--- src/rtl/inst_fetch_queue.sv ---
// Instruction fetch queue: circular FIFO that presents the two oldest entries
// to dispatch and lets it consume zero, one or two of them per cycle, in order.
module inst_fetch_queue #(
  parameter int INS_PART_WID = 4,
  parameter int DEPTH        = 8,
  parameter int CNT_WID      = 4
) (
  input  logic                      clk,
  input  logic                      rst,
  input  logic                      wr_valid,
  input  logic [INS_PART_WID*4-1:0] wr_inst,
  output logic                      wr_ready,
  input  logic                      flush,
  output logic                      inst_1_valid,
  output logic [INS_PART_WID-1:0]   inst_type_1,
  output logic [INS_PART_WID-1:0]   inst_dest_1,
  output logic [INS_PART_WID-1:0]   inst_src0_1,
  output logic [INS_PART_WID-1:0]   inst_src1_1,
  input  logic                      inst_1_fetch,
  output logic                      inst_2_valid,
  output logic [INS_PART_WID-1:0]   inst_type_2,
  output logic [INS_PART_WID-1:0]   inst_dest_2,
  output logic [INS_PART_WID-1:0]   inst_src0_2,
  output logic [INS_PART_WID-1:0]   inst_src1_2,
  input  logic                      inst_2_fetch,
  output logic [CNT_WID-1:0]        count
);

  localparam int INST_WID = INS_PART_WID * 4;
  localparam int PTR_WID  = $clog2(DEPTH);
  localparam logic [CNT_WID-1:0] FULL_CNT = CNT_WID'(DEPTH);

  logic [INST_WID-1:0] mem [DEPTH];
  logic [PTR_WID-1:0]  rd_ptr;
  logic [PTR_WID-1:0]  wr_ptr;
  logic [PTR_WID-1:0]  rd_ptr_plus1;
  logic                push;
  logic                pop1;
  logic                pop2;
  logic [INST_WID-1:0] head_entry;
  logic [INST_WID-1:0] next_entry;

  assign wr_ready     = (count < FULL_CNT);
  assign inst_1_valid = (count != '0);
  assign inst_2_valid = (count >= CNT_WID'(2));

  assign push = wr_valid && wr_ready && !flush;
  assign pop1 = inst_1_fetch && inst_1_valid;
  assign pop2 = pop1 && inst_2_fetch && inst_2_valid;

  // DEPTH is a power of two, so the natural pointer overflow gives the modulo wrap.
  assign rd_ptr_plus1 = rd_ptr + PTR_WID'(1);
  assign head_entry   = mem[rd_ptr];
  assign next_entry   = mem[rd_ptr_plus1];

  // Storage is not reset; only pointers and count define which entries are live.
  always_ff @(posedge clk) begin
    if (push) begin
      mem[wr_ptr] <= wr_inst;
    end
  end

  always_ff @(posedge clk or posedge rst) begin
    if (rst) begin
      rd_ptr <= '0;
      wr_ptr <= '0;
      count  <= '0;
    end else if (flush) begin
      rd_ptr <= '0;
      wr_ptr <= '0;
      count  <= '0;
    end else begin
      if (push) begin
        wr_ptr <= wr_ptr + PTR_WID'(1);
      end
      rd_ptr <= rd_ptr + PTR_WID'(pop1) + PTR_WID'(pop2);
      count  <= count + CNT_WID'(push) - CNT_WID'(pop1) - CNT_WID'(pop2);
    end
  end

  // Field outputs read as zero whenever their slot holds no live entry.
  always_comb begin
    inst_type_1 = '0;
    inst_dest_1 = '0;
    inst_src0_1 = '0;
    inst_src1_1 = '0;
    inst_type_2 = '0;
    inst_dest_2 = '0;
    inst_src0_2 = '0;
    inst_src1_2 = '0;
    if (inst_1_valid) begin
      {inst_type_1, inst_dest_1, inst_src0_1, inst_src1_1} = head_entry;
    end
    if (inst_2_valid) begin
      {inst_type_2, inst_dest_2, inst_src0_2, inst_src1_2} = next_entry;
    end
  end

endmodule

--- config.mk ---
export PLATFORM = sky130hd
export DESIGN_NAME = inst_fetch_queue
export DESIGN_NICKNAME = d
export VERILOG_FILES = /design/src/rtl/inst_fetch_queue.sv
export SDC_FILE = /design/constraint.sdc
export NUM_CORES = 1
export LEC_CHECK = 0
export ABC_AREA = 1
export CAP_MARGIN = 20
export CORE_AREA = 10 10 119 175
export DETAILED_ROUTE_END_ITERATION = 8
export DIE_AREA = 0 0 129 185
export PLACE_DENSITY_LB_ADDON = 0.25
export SETUP_SLACK_MARGIN = 0.5
export SLEW_MARGIN = 20
export SYNTH_ARGS = -nofsm -noshare
export SYNTH_HDL_FRONTEND = slang
export SYNTH_SLANG_ARGS = --single-unit
--- constraint.sdc ---
create_clock -name clk -period 3.1 [get_ports clk]
set_input_delay 0.62 -clock clk [delete_from_list [all_inputs] [get_ports clk]]
set_output_delay 0.62 -clock clk [all_outputs]
set_load 0.03 [all_outputs]
After elaboration in Yosys (flattened, before gate mapping)
Memories as Yosys holds them, arrays and structs flattened.
Cells that the tools add are included.
W data, S select, Z words.
{ "totals": {"elab_cells": 35, "ramBits": 128, "inputBits": 22, "reg_bits": 10, "n_memories": 1, "output_inout_bits": 39} }
{ "mem_list": {"columns": ["memory", "words", "width", "read_ports", "rd_ports_with_merged_regs", "wr", "line_no", "rtl"], "rows": [
  ["mem", 8, 16, 2, 0, 1, "33", "logic [INST_WID-1:0] mem [DEPTH];"]
]} }
{ "op_classes": {"addsub": 7, "n_mux": 14, "magnitude_cmp": 2, "n_reduce_logical": 8} }
{ "op_table": {"columns": ["cell", "count"], "rows": [
  ["$mux W4", 9],
  ["$mux W3", 3],
  ["$sub A4 B1 Y4", 2],
  ["$add A3 B1 Y3", 2],
  ["$add A3 B1 Y3 const B", 2],
  ["$logic_and A1 B1 Y1", 5],
  ["$add A4 B1 Y4", 1],
  ["$ge A4 B2 Y1 const B", 1],
  ["$lt A4 B4 Y1 const B", 1],
  ["$reduce_bool A4 Y1", 1],
  ["$mux W1", 2],
  ["$reduce_bool A2 Y1", 1],
  ["$logic_not A1 Y1", 1]
]} }

Logic depth before layout (Yosys ltp)
{ "logic_depth": {"depth_word": 7, "mapped_depth": 16} }

Least setup slack after synthesis
No wires, ideal clock.
{ "synth_timing": {"path_type": "register to register", "from": "register count[3]", "to": "register count[3]", "synth_period_minus_slack_ps": 3297, "path_buffers": 2, "slack_ps": -197, "stages_incl_launch_ff": 17, "arrival_ps": 3174, "setup_time_ps": 123, "path_cell_list": "dfrtp_1 inv_1 ha_1 nand2_2 or2_1 buf_2 buf_2 nand2_2 fa_1 inv_1 ha_1 inv_1 ha_1 inv_1 fa_1 o21ai_0 a21oi_1"} }
{ "synth_via": {"elab_chain_cells": 7, "word_cells_on_any_way": 12, "classes_between": "add/sub (3); order compare (2); mux (1); reduce/logical (6)"} }
{ "synth_rtl": {"columns": ["item", "line_no", "rtl"], "rows": [
  ["from (decl)", "26", "output logic [CNT_WID-1:0] count"],
  ["from (signal assigned)", "77", "count <= count + CNT_WID'(push) - CNT_WID'(pop1) - CNT_WID'(pop2);"],
  ["$lt A4 B4 Y1", "43", "assign wr_ready = (count < FULL_CNT);"],
  ["via wr_ready", "12", "output logic wr_ready,"],
  ["$logic_and A1 B1 Y1 (2 in series)", "47", "assign push = wr_valid && wr_ready && !flush;"],
  ["$add A4 B1 Y4", "77", null],
  ["$sub A4 B1 Y4 (2 in series)", "77", null],
  ["$mux W4", "68", "end else if (flush) begin"]
]} }
The timed path passes the listed nets, and every way through them passes these cells.
A chain may end at the register's enable or synchronous reset.

Worst setup path in the final report
{ "layout_timing": {"from": "register rd_ptr[0]", "to": "output port inst_src1_2[1]"} }
{ "layout_via": {"elab_chain_cells": 3} }
{ "layout_rtl": {"columns": ["item", "line_no", "rtl"], "rows": [
  ["from (decl)", "34", "logic [PTR_WID-1:0] rd_ptr;"],
  ["from (signal assigned)", "76", "rd_ptr <= rd_ptr + PTR_WID'(pop1) + PTR_WID'(pop2);"],
  ["$add A3 B1 Y3", "52", "assign rd_ptr_plus1 = rd_ptr + PTR_WID'(1);"],
  ["$mem_v2 Z8 W16", null, null],
  ["$mux W4", "94", "if (inst_2_valid) begin"],
  ["to (decl)", "24", "output logic [INS_PART_WID-1:0] inst_src1_2,"]
]} }
No other way between the ends.

==> run summary <==
## Timing
• min Tclk post-route: 2730 ps
• highest attainable clock frequency: 366 MHz
• setup repair after global routing missed its margin: true
• final setup slack of the worst path: 370 ps
• max-slew violations: 0
• Setup violations, final: 0
• relative max-transition margin: 72.8%
• Tightest Pin Transition: 408 ps
• Final Hold Vio Count: 0
• final clock skew: 9.27 ps
• final cycle utilization of the critical path: 88.1%
• Post-Route Setup TNS: 0 ps

## Detailed routing
• iteration-0 DRC count of the detailed router: 507
• via count normalized by instance count: 5.08
• count of nets left with antenna violations after detail routing: 0
• routed wire length: 21700 um
• post-detailed-route DRC marker count: 0
• vias post-DR: 6399
• iteration count of the initial detailed-routing pass: 6
• routed len/inst: 17.3 um

## Yosys
• cell area after synthesis: 7480 sq um
• number of unique standard cell types used by synthesis: 18
• part of the Yosys area used for sequential elements: 54.7%
• ys flop type: sky130_fd_sc_hd__edfxtp_1
• leading cell types by total area after synthesis: sky130_fd_sc_hd__edfxtp_1 (51%), sky130_fd_sc_hd__nand2_1 (15%), sky130_fd_sc_hd__nand3_1 (9.8%)
• number of synthesized register bits: 138
• count of mapped cells out of synthesis: 930
• most numerous cell in the Yosys netlist: sky130_fd_sc_hd__nand2_1
• top cell type by total area after synthesis: sky130_fd_sc_hd__edfxtp_1
• post-synthesis area per instance: 8.04 sq um
• most numerous cell types in the synthesized netlist: sky130_fd_sc_hd__nand2_1 (297), sky130_fd_sc_hd__inv_1 (149), sky130_fd_sc_hd__nand3_1 (147)
• fraction of synthesized cell area taken by the top area cell type: 51.4%
• nets in the synthesized netlist: 962
• ys async rst share: 7.25%
• Yosys warning total: 0
• number of enable-type register cells in the synthesized netlist: 128

## Worst setup path
• most used cell along the critical path: sky130_fd_sc_hd__buf_6
• required time of the worst setup path: 2480 ps
• Critical Path Sink Type: output port
• launching instance or port of the critical path: rd_ptr[0]
• reg-to-reg critical path startpoint: count[3]
• slowest cell on the critical path: sky130_fd_sc_hd__dfrtp_4
• worst-path maximum fanout: 8
• chain of cells forming the critical path: ha_4 -> buf_6 -> buf_12 -> buf_16 -> nand3_2 -> nand2_1 -> nor2_1 -> nor2_2 -> buf_6
• critical path arrival: 2110 ps
• critical path's largest stage delay: 510 ps
• launching element type of the critical path: register
• category of the most critical setup path: register to output port

## Global route
• global-route wire length before repair: 31400 um
• largest net degree at the start of global routing: 89
• GRT Total Usage: 17.3%
• antenna violations before repair: 0
• grt ovf: 0
• number of global-route vias before repair: 5936

## Power
• sw frac: 40.7%
• part of the power in combinational logic: 55.4%
• Power Dens Cells: 1000 nW/um^2
• relative contribution of sequential cells to total power: 21.9%
• Internal: 5.88 mW
• peak supply drop: 0.000571 V
• total net switching power: 4.04 mW
• leakage power: 4.52 nW
• Clock Power Share: 22.7%

## Clock network
• clock tree from TritonCTS: done
• TritonCTS Buffers: 17
• CTS root buf: sky130_fd_sc_hd__clkbuf_16
• Clk pin slew, worst setup/hold paths: 60 ps
• buffer depth of the longest clock path: 2
• clock insertion delay at the later pin of the skew report: 420 ps
• number of clock sinks: 138
• hold bufs inserted after CTS: 0
• H-Tree Depth: 4

## Placed design
• count of input and output buffers: 60
• worst setup slack before clock tree synthesis: 234 ps
• HPWL Detailed: 12700 um
• routability-driven placement congestion ratio: 0.794

## Die
• core region area: 17700 sq um
• Die Height: 185 um
• Die X-Extent: 129 um
• top-level I/O count: 61
• die outline area: 23900 sq um
• starting utilization of the core area: 42.2%
• count of standard-cell rows: 60

## Cells and area
• share of cells above drive strength 1: 19.4%
• area grow syn2layout: 32.5%
• fillcell total: 1524
• utilization of the core after routing: 55.9%
• Multi-input gate area: 2850 sq um
• area taken by flip-flops and latches: 4100 sq um
• number of nets at the end of the flow: 1061
• number of antenna cells inserted: 0

## Worst hold path
• class of the most critical hold timing path: input pin to asynchronous set/reset pin

## Status
• run status: finished, final reports clean

## Flow run
• Max-Cap Viols: 0

==> state kept, by name, summed over array words and instances, names as in the netlist <==
signal / count
mem: 128
count: 4
rd_ptr: 3
wr_ptr: 3
==> routing by layer <==
metal | vias to the layer above | track usage (%) | routed length, um
met2 | 211 | 31.4 | 11500
met5 | - | 0 | 0
li1 | 3126 | - | -
met4 | 0 | 7.07 | 607
met3 | 40 | 3.69 | 1050
met1 | 3022 | 19.0 | 8540
==> area by class of cell <==
type,count,share of cell area (%)
clock buffers,18,4.33
clock inverters,14,2.29
inverters,149,5.82
multi-input cells,592,28.7
flip-flops and latches,138,41.4
well taps,217,2.74
repair buffers,131,14.7
==> power by group through the flow <==
| stage | clock (mW) | combinational [mW] | sequential, mW |
|---|---|---|---|
| final | 2.25 | 5.49 | 2.18 |
| after global routing | 2.36 | 5.89 | 2.18 |
| after CTS | 2.26 | 4.83 | 2.18 |
| after detailed placement | 0 | 4.20 | 2.23 |
| after global placement | 0 | 4.19 | 2.23 |
| after floorplan | 0 | 2.69 | 2.23 |
==> cell usage in the layout, fill, tap and decap left out, types with 20 or more instances in the layout <==
master                            Yosys  routed
sky130_fd_sc_hd__inv_1              149     144
sky130_fd_sc_hd__nand3_1            147     127
sky130_fd_sc_hd__buf_4                2      54
sky130_fd_sc_hd__nand3_2              0      20
sky130_fd_sc_hd__nor2_1             109      85
sky130_fd_sc_hd__edfxtp_1           128     128
sky130_fd_sc_hd__clkdlybuf4s50_1      0      26
sky130_fd_sc_hd__nand2_1            297     291
sky130_fd_sc_hd__clkbuf_16            0      21
sky130_fd_sc_hd__nor2_2               0      20
==> critical path, delay by kind of cell (launching register included) <==
kind | cells | cell delay (ps)
simple gates | 4 | 320
fa+ha+maj | 1 | 340
flops | 1 | 510
buf+inv | 4 | 520
==> what timing repair did <==
item                       4_1_cts  5_1_grt
gates cloned                     3        5
pin swaps                       14       35
hold endpoints to repair         0        0
setup buffers                   11       12
setup endpoints to repair       36       33
gates resized for setup         67       73
==> kinds of logic after synthesis <==
kind of cell | share of synthesized area [%]
DFF | 54.7
adders and majority gates | 1.97
buffers and inverters | 10.8
AOI/OAI and AO/OA | 1.61
xor gates and xnor gates | 0.435
and+or+nand+nor | 30.5
==> path summary, 6_finish.rpt <==
kind                       depth (start not counted)  slack (ps)             end
max                                                9         370  inst_src1_2[1]
min                                                2         480       wr_ptr[1]
max reg2reg                                       13         620        count[2]
min reg2reg                                        2         600       wr_ptr[0]
max in group asynchronous                          2        2290       rd_ptr[0]
min in group clk                                   2         600       wr_ptr[0]
==> through the flow <==
stage / hold WS (ps) / power, mW / std cells / cell area, sq um
floorplan: 460 / 4.92 / 930 / 7540
global placement: 588 / 6.42 / 1196 / 8480
detailed placement: 590 / 6.44 / 1196 / 8480
CTS: 487 / 9.26 / 1242 / 9490
global route: 509 / 10.4 / 1259 / 9910
finish: 484 / 9.91 / 1259 / 9910
Note: power is estimated with default switching activity, not from simulation.
